`config.mk`:
```
export PLATFORM = sky130hd
export DESIGN_NAME = serial_adder_ctrl
export DESIGN_NICKNAME = d
export VERILOG_FILES = /design/src/rtl/serial_adder_ctrl_pkg.sv /design/src/rtl/serial_adder_ctrl_full_adder.sv /design/src/rtl/serial_adder_ctrl.sv
export SDC_FILE = /design/constraint.sdc
export NUM_CORES = 1
export LEC_CHECK = 0
export ABC_AREA = 1
export CORE_MARGIN = 2
export CORE_UTILIZATION = 45
export CTS_BUF_LIST = sky130_fd_sc_hd__clkbuf_8
export CTS_CLUSTER_DIAMETER = 150
export DETAILED_ROUTE_END_ITERATION = 10
export PLACE_DENSITY = 0.72
export SLEW_MARGIN = 20
export SYNTH_ARGS = -nofsm -noshare
export SYNTH_HDL_FRONTEND = slang
export SYNTH_SLANG_ARGS = --single-unit
```
`constraint.sdc`:
```
create_clock -name clk -period 1.3 [get_ports clk]
set_clock_uncertainty 0.05 [all_clocks]
set_input_delay 0.39 -clock clk [delete_from_list [all_inputs] [get_ports clk]]
set_output_delay 0.39 -clock clk [all_outputs]
set_load 0.01 [all_outputs]
```
`src/rtl/serial_adder_ctrl_pkg.sv`:
```
// Shared definitions for the bit-serial adder/subtractor controller:
// FSM state encodings and the counter width rule.
package serial_adder_ctrl_pkg;

    typedef enum logic [1:0] {
        ST_IDLE = 2'd0,
        ST_RUN  = 2'd1,
        ST_DONE = 2'd2
    } state_t;

    localparam int WIDTH_MAX = 32;

    // Down-counter width for WIDTH bit positions; a 1-bit counter still exists at WIDTH=1.
    function automatic int cnt_w(input int width);
        return (width <= 1) ? 1 : $clog2(width);
    endfunction

endpackage

```
`src/rtl/serial_adder_ctrl_full_adder.sv`:
```
// One-bit full adder cell used as the serial datapath slice.
// Purely combinational: zero latency, no flow control.
module full_adder (
    input  logic a_i,
    input  logic b_i,
    input  logic c_i,
    output logic s_o,
    output logic co_o
);

    assign s_o  = a_i ^ b_i ^ c_i;
    assign co_o = (a_i & b_i) | (a_i & c_i) | (b_i & c_i);

endmodule

```
`src/rtl/serial_adder_ctrl.sv`:
```
// Bit-serial add/subtract over WIDTH cycles through one full_adder; done pulses WIDTH+1 cycles after start.
// start is only accepted in IDLE; requests during RUN/DONE are dropped, not queued.
module serial_adder_ctrl
    import serial_adder_ctrl_pkg::*;
#(
    parameter int WIDTH = 8
) (
    input  logic             clk,
    input  logic             rst,
    input  logic             start,
    input  logic             sub,
    input  logic [WIDTH-1:0] a,
    input  logic [WIDTH-1:0] b,
    input  logic             c_in,
    output logic             busy,
    output logic             done,
    output logic [WIDTH-1:0] sum,
    output logic             c_out
);

    localparam int CNT_W = cnt_w(WIDTH);

    state_t             state_q;
    logic [WIDTH-1:0]   sh_a_q;
    logic [WIDTH-1:0]   sh_b_q;
    logic [WIDTH-1:0]   res_q;
    logic [WIDTH-1:0]   res_d;
    logic [WIDTH-1:0]   sum_q;
    logic [CNT_W-1:0]   cnt_q;
    logic               carry_q;
    logic               busy_q;
    logic               done_q;
    logic               c_out_q;
    logic               fa_s;
    logic               fa_co;

    full_adder u_fa (
        .a_i  (sh_a_q[0]),
        .b_i  (sh_b_q[0]),
        .c_i  (carry_q),
        .s_o  (fa_s),
        .co_o (fa_co)
    );

    // New sum bit enters at the MSB so that after WIDTH shifts bit 0 sits at the LSB.
    always_comb begin
        res_d = (res_q >> 1) | (WIDTH'(fa_s) << (WIDTH - 1));
    end

    always_ff @(posedge clk or posedge rst) begin
        if (rst) begin
            state_q <= ST_IDLE;
            sh_a_q  <= '0;
            sh_b_q  <= '0;
            res_q   <= '0;
            sum_q   <= '0;
            cnt_q   <= '0;
            carry_q <= 1'b0;
            busy_q  <= 1'b0;
            done_q  <= 1'b0;
            c_out_q <= 1'b0;
        end else begin
            case (state_q)
                ST_IDLE: begin
                    if (start) begin
                        // Subtract is a + ~b + 1, so the inversion and the +1 are folded in here.
                        sh_a_q  <= a;
                        sh_b_q  <= b ^ {WIDTH{sub}};
                        carry_q <= sub ? 1'b1 : c_in;
                        cnt_q   <= CNT_W'(WIDTH - 1);
                        busy_q  <= 1'b1;
                        state_q <= ST_RUN;
                    end
                end
                ST_RUN: begin
                    sh_a_q  <= sh_a_q >> 1;
                    sh_b_q  <= sh_b_q >> 1;
                    res_q   <= res_d;
                    carry_q <= fa_co;
                    if (cnt_q == '0) begin
                        sum_q   <= res_d;
                        c_out_q <= fa_co;
                        busy_q  <= 1'b0;
                        done_q  <= 1'b1;
                        state_q <= ST_DONE;
                    end else begin
                        cnt_q <= cnt_q - 1'b1;
                    end
                end
                ST_DONE: begin
                    done_q  <= 1'b0;
                    state_q <= ST_IDLE;
                end
                default: begin
                    busy_q  <= 1'b0;
                    done_q  <= 1'b0;
                    state_q <= ST_IDLE;
                end
            endcase
        end
    end

    assign busy  = busy_q;
    assign done  = done_q;
    assign sum   = sum_q;
    assign c_out = c_out_q;

endmodule
```
# [After elaboration in Yosys (flattened, before gate mapping)]
# Cells that the tools add are included.
[op_classes] multipliers=0 reduce_logical=9 mux=18 magnitude_cmp=0 shift=0 n_bitwise=11 add_sub_neg=1 n_div=0 eq_ne=5
[ops] operator="8-bit case mux with 2 select lines" count=2
[ops] operator="8-bit two-way mux" count=2
[ops] operator="7-bit by 8-bit bitwise OR with 8-bit output" count=1
[ops] operator="2-bit AND reduction" count=4
[ops] operator="8-bit bitwise XOR" count=1
[ops] operator="3-bit two-way mux" count=2
[ops] operator="2-bit inequality test, second input constant" count=3
[ops] operator="3-bit case mux with 2 select lines" count=1
[ops] operator="3-bit AND reduction" count=2
[ops] operator="1-bit two-way mux" count=5
[ops] operator="2-bit two-way mux" count=2
[ops] operator="1-bit case mux with 2 select lines" count=2
[ops] operator="2-bit case mux with 2 select lines" count=1
[ops] operator="1-bit bitwise AND" count=3
[ops] operator="3-bit logical NOT" count=1
[ops] operator="1-bit case mux with 3 select lines" count=1
[ops] operator="3-bit by 1-bit subtractor with 3-bit output, second input constant" count=1
[ops] operator="2-bit by 1-bit equality test with 1-bit output, second input constant" count=1
[ops] operator="2-bit equality test, second input constant" count=1
[ops] operator="2-bit logical NOT" count=1
[ops] operator="1-bit inverter" count=2
[ops] operator="1-bit bitwise OR" count=2
[ops] operator="2-bit nonzero test" count=1
[ops] operator="1-bit bitwise XOR" count=2
[totals] latch_bits=0 regBits=41 memories=0 elab_cells=54 mem_bits_ro=0 ramBits=0 output_inout_bits=11 input_bits=21

# [Logic depth before layout (Yosys ltp)]
[logic_depth] ltp_word=4 depth_mapped=7

# [Hierarchy]
# From an unflattened synthesis, not the netlist that was laid out.
[unflattened] hier_cells=231 area_unflattened_um2=1946.9
[by_module_without_submodules] mod="serial_adder_ctrl" n_inst=1 seq_area_each_um2=1001.0 area_per_inst_um2=1926.8 cells_each=230
[by_module_without_submodules] mod="full_adder" n_inst=1 seq_area_each_um2=0.0 area_per_inst_um2=20.0 cells_each=1

# [Least setup slack after synthesis]
# OpenSTA, ideal clock, no wires.
[synth_path] path_type="reg2reg" from="register cnt_q[0]" to="register cnt_q[0]" required_time_ns=1.134 setup_slack_ns=0.079 path_stages_with_launch=8 setup_ns=0.116 arrival_ns=1.054 synth_period_minus_slack_ns=1.221 cell_sequence="dfrtp_1 > inv_1 > ha_1 > ha_1 > nand2_2 > nand2_1 > nand2_1 > nand2_1"
[synth_between] elab_chain_cells=3 elab_cells_between_ends=6 classes_between="add/sub (1); eq/ne (1); mux (2); reduce/logical (2)"
[synth_lines] element="start: declaration" line_no="serial_adder_ctrl.sv:29" text="logic [CNT_W-1:0] cnt_q;"
[synth_lines] element="start signal: assignment" line_no="serial_adder_ctrl.sv:70" text="cnt_q <= CNT_W'(WIDTH - 1);"
[synth_lines] element="start signal: assignment" line_no="serial_adder_ctrl.sv:87" text="cnt_q <= cnt_q - 1'b1;"
[synth_lines] element="3-bit by 1-bit subtractor with 3-bit output / 3-bit logical NOT (equally long branches)" line_no="serial_adder_ctrl.sv:87, serial_adder_ctrl.sv:80"
[synth_lines] element="3-bit two-way mux / 2-bit inequality test (equally long branches)"
[synth_lines] element="3-bit case mux with 2 select lines / 3-bit AND reduction (equally long branches)"
# Parallel ways exist; a longest one is shown, timed or not. The select of a mux whose other input is x is not followed.
# A chain may end at the register's enable or synchronous reset.

# [Worst setup path in the final report]
[layout_path] from="register cnt_q[1]" to="register sum_q[4], in the netlist sum[4]"
[layout_between] elab_chain_cells=2
[layout_lines] element="3-bit logical NOT" line_no="serial_adder_ctrl.sv:80" text="if (cnt_q == '0) begin"
[layout_lines] element="2-bit AND reduction (no source line)"
[layout_lines] element="end signal: assignment" line_no="serial_adder_ctrl.sv:81" text="sum_q <= res_d;"
[layout_lines] element="end: declaration" line_no="serial_adder_ctrl.sv:28" text="logic [WIDTH-1:0] sum_q;"
# No other way between the ends.

==> flow_metrics.tcl <==
set metrics [dict create \
    synth_top_area_cell "dfrtp_1" \
    synth_seq_cells 40 \
    synth_top_area_share_pct 51.6 \
    synthFlopType "dfrtp_1" \
    slew_violations 0 \
    ctsHoldBuffers 0 \
    dr_total_vias 1642 \
    required_ns 1.44 \
    multi_input_area_um2 808 \
    rows 23 \
    grt_max_degree 41 \
    crit_fanout 13 \
    worstReg2RegStart "cnt_q[1]" \
    relSlewSlack_pct 85.1 \
    fmax_mhz 775 \
    wl_per_cell_um 11.1 \
    crit_type "flop to flop" \
    netlist_instances 248 \
    vias_per_cell 4.75 \
    io_buffer_count 31 \
    die_area_um2 4850 \
    critPathLaunchType "flop" \
    antenna_found_initial 0 \
    layout_min_cycle_time_ns 1.29 \
    gp_congestion 0.810 \
    grt-ovfl-total 0 \
    pin_count 32 \
    final_area_um2 2550 \
    crit_buf_inv 2 \
    cts_buffers 5 \
    met2_usage_pct 28.3 \
    finalSetupViolCount 0 \
    synthTopCellsByArea "dfrtp_1 52%, nand2_1 22%, nand3_1 4.9%" \
    cp.depth 7 \
    chipHeight_um 69.7 \
    die_width_um 69.7 \
    area_growth_syn_to_layout_pct 31.3 \
    cts_sinks 40 \
    critPathLaunch "cnt_q[1]" \
    ff_latch_area_um2 1000 \
    final_util_pct 62.4 \
    p_leak_uw 0.00135 \
    status "complete, no violations" \
    yosys-top-cells-count "114 x nand2_1, 40 x dfrtp_1, 22 x inv_1" \
    reg2reg_depth 7 \
    drive_gt1_share_pct 19.9 \
    ant_nets 0 \
    drcViolationCount 0 \
    synth_area_per_cell_um2 7.83 \
    use_met3_pct 4.51 \
    wl_um 3840 \
    critPathCapture "sum[4]" \
    grt_util_met1_pct 23.0 \
    clk_pin_slew_ns 0.08 \
    r2r-end "sum[4]" \
    cts_root_buf "clkbuf_8" \
    drtIter0Drc 91 \
    grt_pass1_vias 1575 \
    synth_most_common_cell "nand2_1" \
    hold_violations 0 \
    cap_violations 0 \
    clockBufferDepth 2 \
    cpPeakStageDelay_ns 0.38 \
    rsz0062_at_grt "yes" \
    n_antenna_cell 0 \
    rrSetupSlack_ns 0.009 \
    fillers 373 \
    min_period_over_period_pct 99.3 \
    ir_worst_vdd_uv 1380 \
    path_delay_family "flip-flops" \
    grt.busiest_layer "met2" \
    synth_nets 272 \
    final_nets 319 \
    grtUsageTotal_pct 17.5 \
    path_cells "inv_1 -> ha_2 -> ha_4 -> nand2_8 -> buf_12 -> nand2_1 -> o21ai_1" \
    ys_types 17 \
    cts_tree "done" \
    yosysWarnings 0 \
    placed_area_um2 2400 \
    worstSkewPairLatency_ns 0.30 \
    power_density_nw_per_um2 2280 \
    critPathArrivalTime_ns 1.43 \
    initial_utilization_pct 47.5 \
    first_pass_iters 4 \
    worstHoldPathType "input port to asynchronous set/reset pin" \
    synth-edff-count 0 \
    crit_slowest_cell "dfrtp_1" \
    worstSetupEndpointType "flop" \
    seq_area_frac_synth_pct 51.6 \
    cts.htree.levels 2 \
    async_flop_share_pct 100 \
    max_slew.worst_pin.slew_ns 0.223 \
    dp_hpwl_um 2530 \
    coreArea_um2 4090 \
    fin_hold_ws_ns 0.424 \
    grt_pass1_wl_um 6820 \
    syn_area_um2 1940 \
]
==> layer usage <==
metal	share of wire, %	up-vias
li1	-	847
met1	48	754
met2	46	36
met3	5.3	5
met4	1.2	0
met5	0	-
==> registers in the layout, indices dropped and copies added, names as in the netlist <==
signal and count:
done 1, busy 1, cnt_q 3, carry_q 1, c_out 1, sum 8
state_q 2, sh_a_q 8, res_q 7, sh_b_q 8
==> worst register-to-register path, delay by kind of cell, from the launching register on <==
kind / cells / cell delay (ns)
buffers and inverters: 2 / 0.22
DFF: 1 / 0.38
AOI/OAI and AO/OA: 1 / 0.06
and+or+nand+nor: 2 / 0.12
adders and majority gates: 2 / 0.36
==> layout make-up <==
cell class / count / share of cell area [%]
Sequential cell: 40 / 39.4
Inverter: 25 / 3.93
Multi-Input combinational cell: 172 / 31.7
Clock inverter: 3 / 1.67
Clock buffer: 5 / 2.70
Timing Repair Buffer: 51 / 18.2
Tap cell: 50 / 2.45
==> where the power goes <==
| group | leakage [µW] | internal (µW) | switching [µW] |
|---|---|---|---|
| Sequential | 0.000499 | 1810 | 312 |
| Combinational | 0.000794 | 1220 | 1460 |
| Clock | 0.0000541 | 568 | 453 |
| Total | 0.00135 | 3590 | 2230 |
==> stage by stage <==
| stage | worst slack (ns) | power [µW] | instances | setup TNS, ns |
|---|---|---|---|---|
| 4_1_cts | -0.00342 | 5630 | 343 | -0.00342 |
| 6_report | 0.00942 | 5820 | 346 | 0 |
| 5_1_grt | -0.0549 | 6340 | 346 | -0.377 |
| 3_5_place_dp | -0.232 | 4690 | 334 | -4.35 |
| 2_1_floorplan | 0.0791 | 3790 | 248 | 0 |
| 3_3_place_gp | -0.213 | 4610 | 334 | -4.01 |
==> layout by cell type, fill, tap and decap left out <==
master	instances
nor2_4	1
o21ai_1	12
o21ai_0	5
nor2_1	12
inv_1	21
buf_2	11
nand3_2	2
ha_4	1
dfrtp_2	2
buf_4	14
clkinvlp_4	2
buf_6	2
nor2_2	2
fa_2	1
dfrtp_1	38
inv_4	1
clkdlybuf4s50_1	20
inv_2	2
buf_12	4
nand3_1	17
nand2_1	111
clkinv_2	1
o21ai_4	1
ha_2	1
xnor2_1	1
nand2_2	4
nand2_8	1
clkbuf_8	5
bufinv_16	1
==> worst min-delay path by stage <==
stage              start   endpoint  slack, ns  cells after the start
3_3_place_gp    cnt_q[2]   cnt_q[2]       0.41                      2
4_1_cts              rst     sum[6]       0.43                      3
5_1_grt        sh_a_q[4]  sh_a_q[4]       0.45                      2
6_report             rst     sum[6]       0.42                      3
2_1_floorplan        rst       busy       0.32                      1
3_5_place_dp    cnt_q[2]   cnt_q[2]       0.41                      2
==> kinds of logic after synthesis <==
logic type	count (synthesis)	synth area share (%)
flops	40	51.6
buf+inv	36	9.54
compound gates	18	5.22
simple gates	150	30.9
xor+xnor	1	0.451
fa+ha+maj	3	2.32
==> what timing repair did <==
action                                  in CTS  in global routing
endpoints found under the setup margin      23                 34
resized for setup                           47                 15
pin swaps                                    1                  3
buffers inserted                             1                  3
Power figures use the tool's default switching activity.
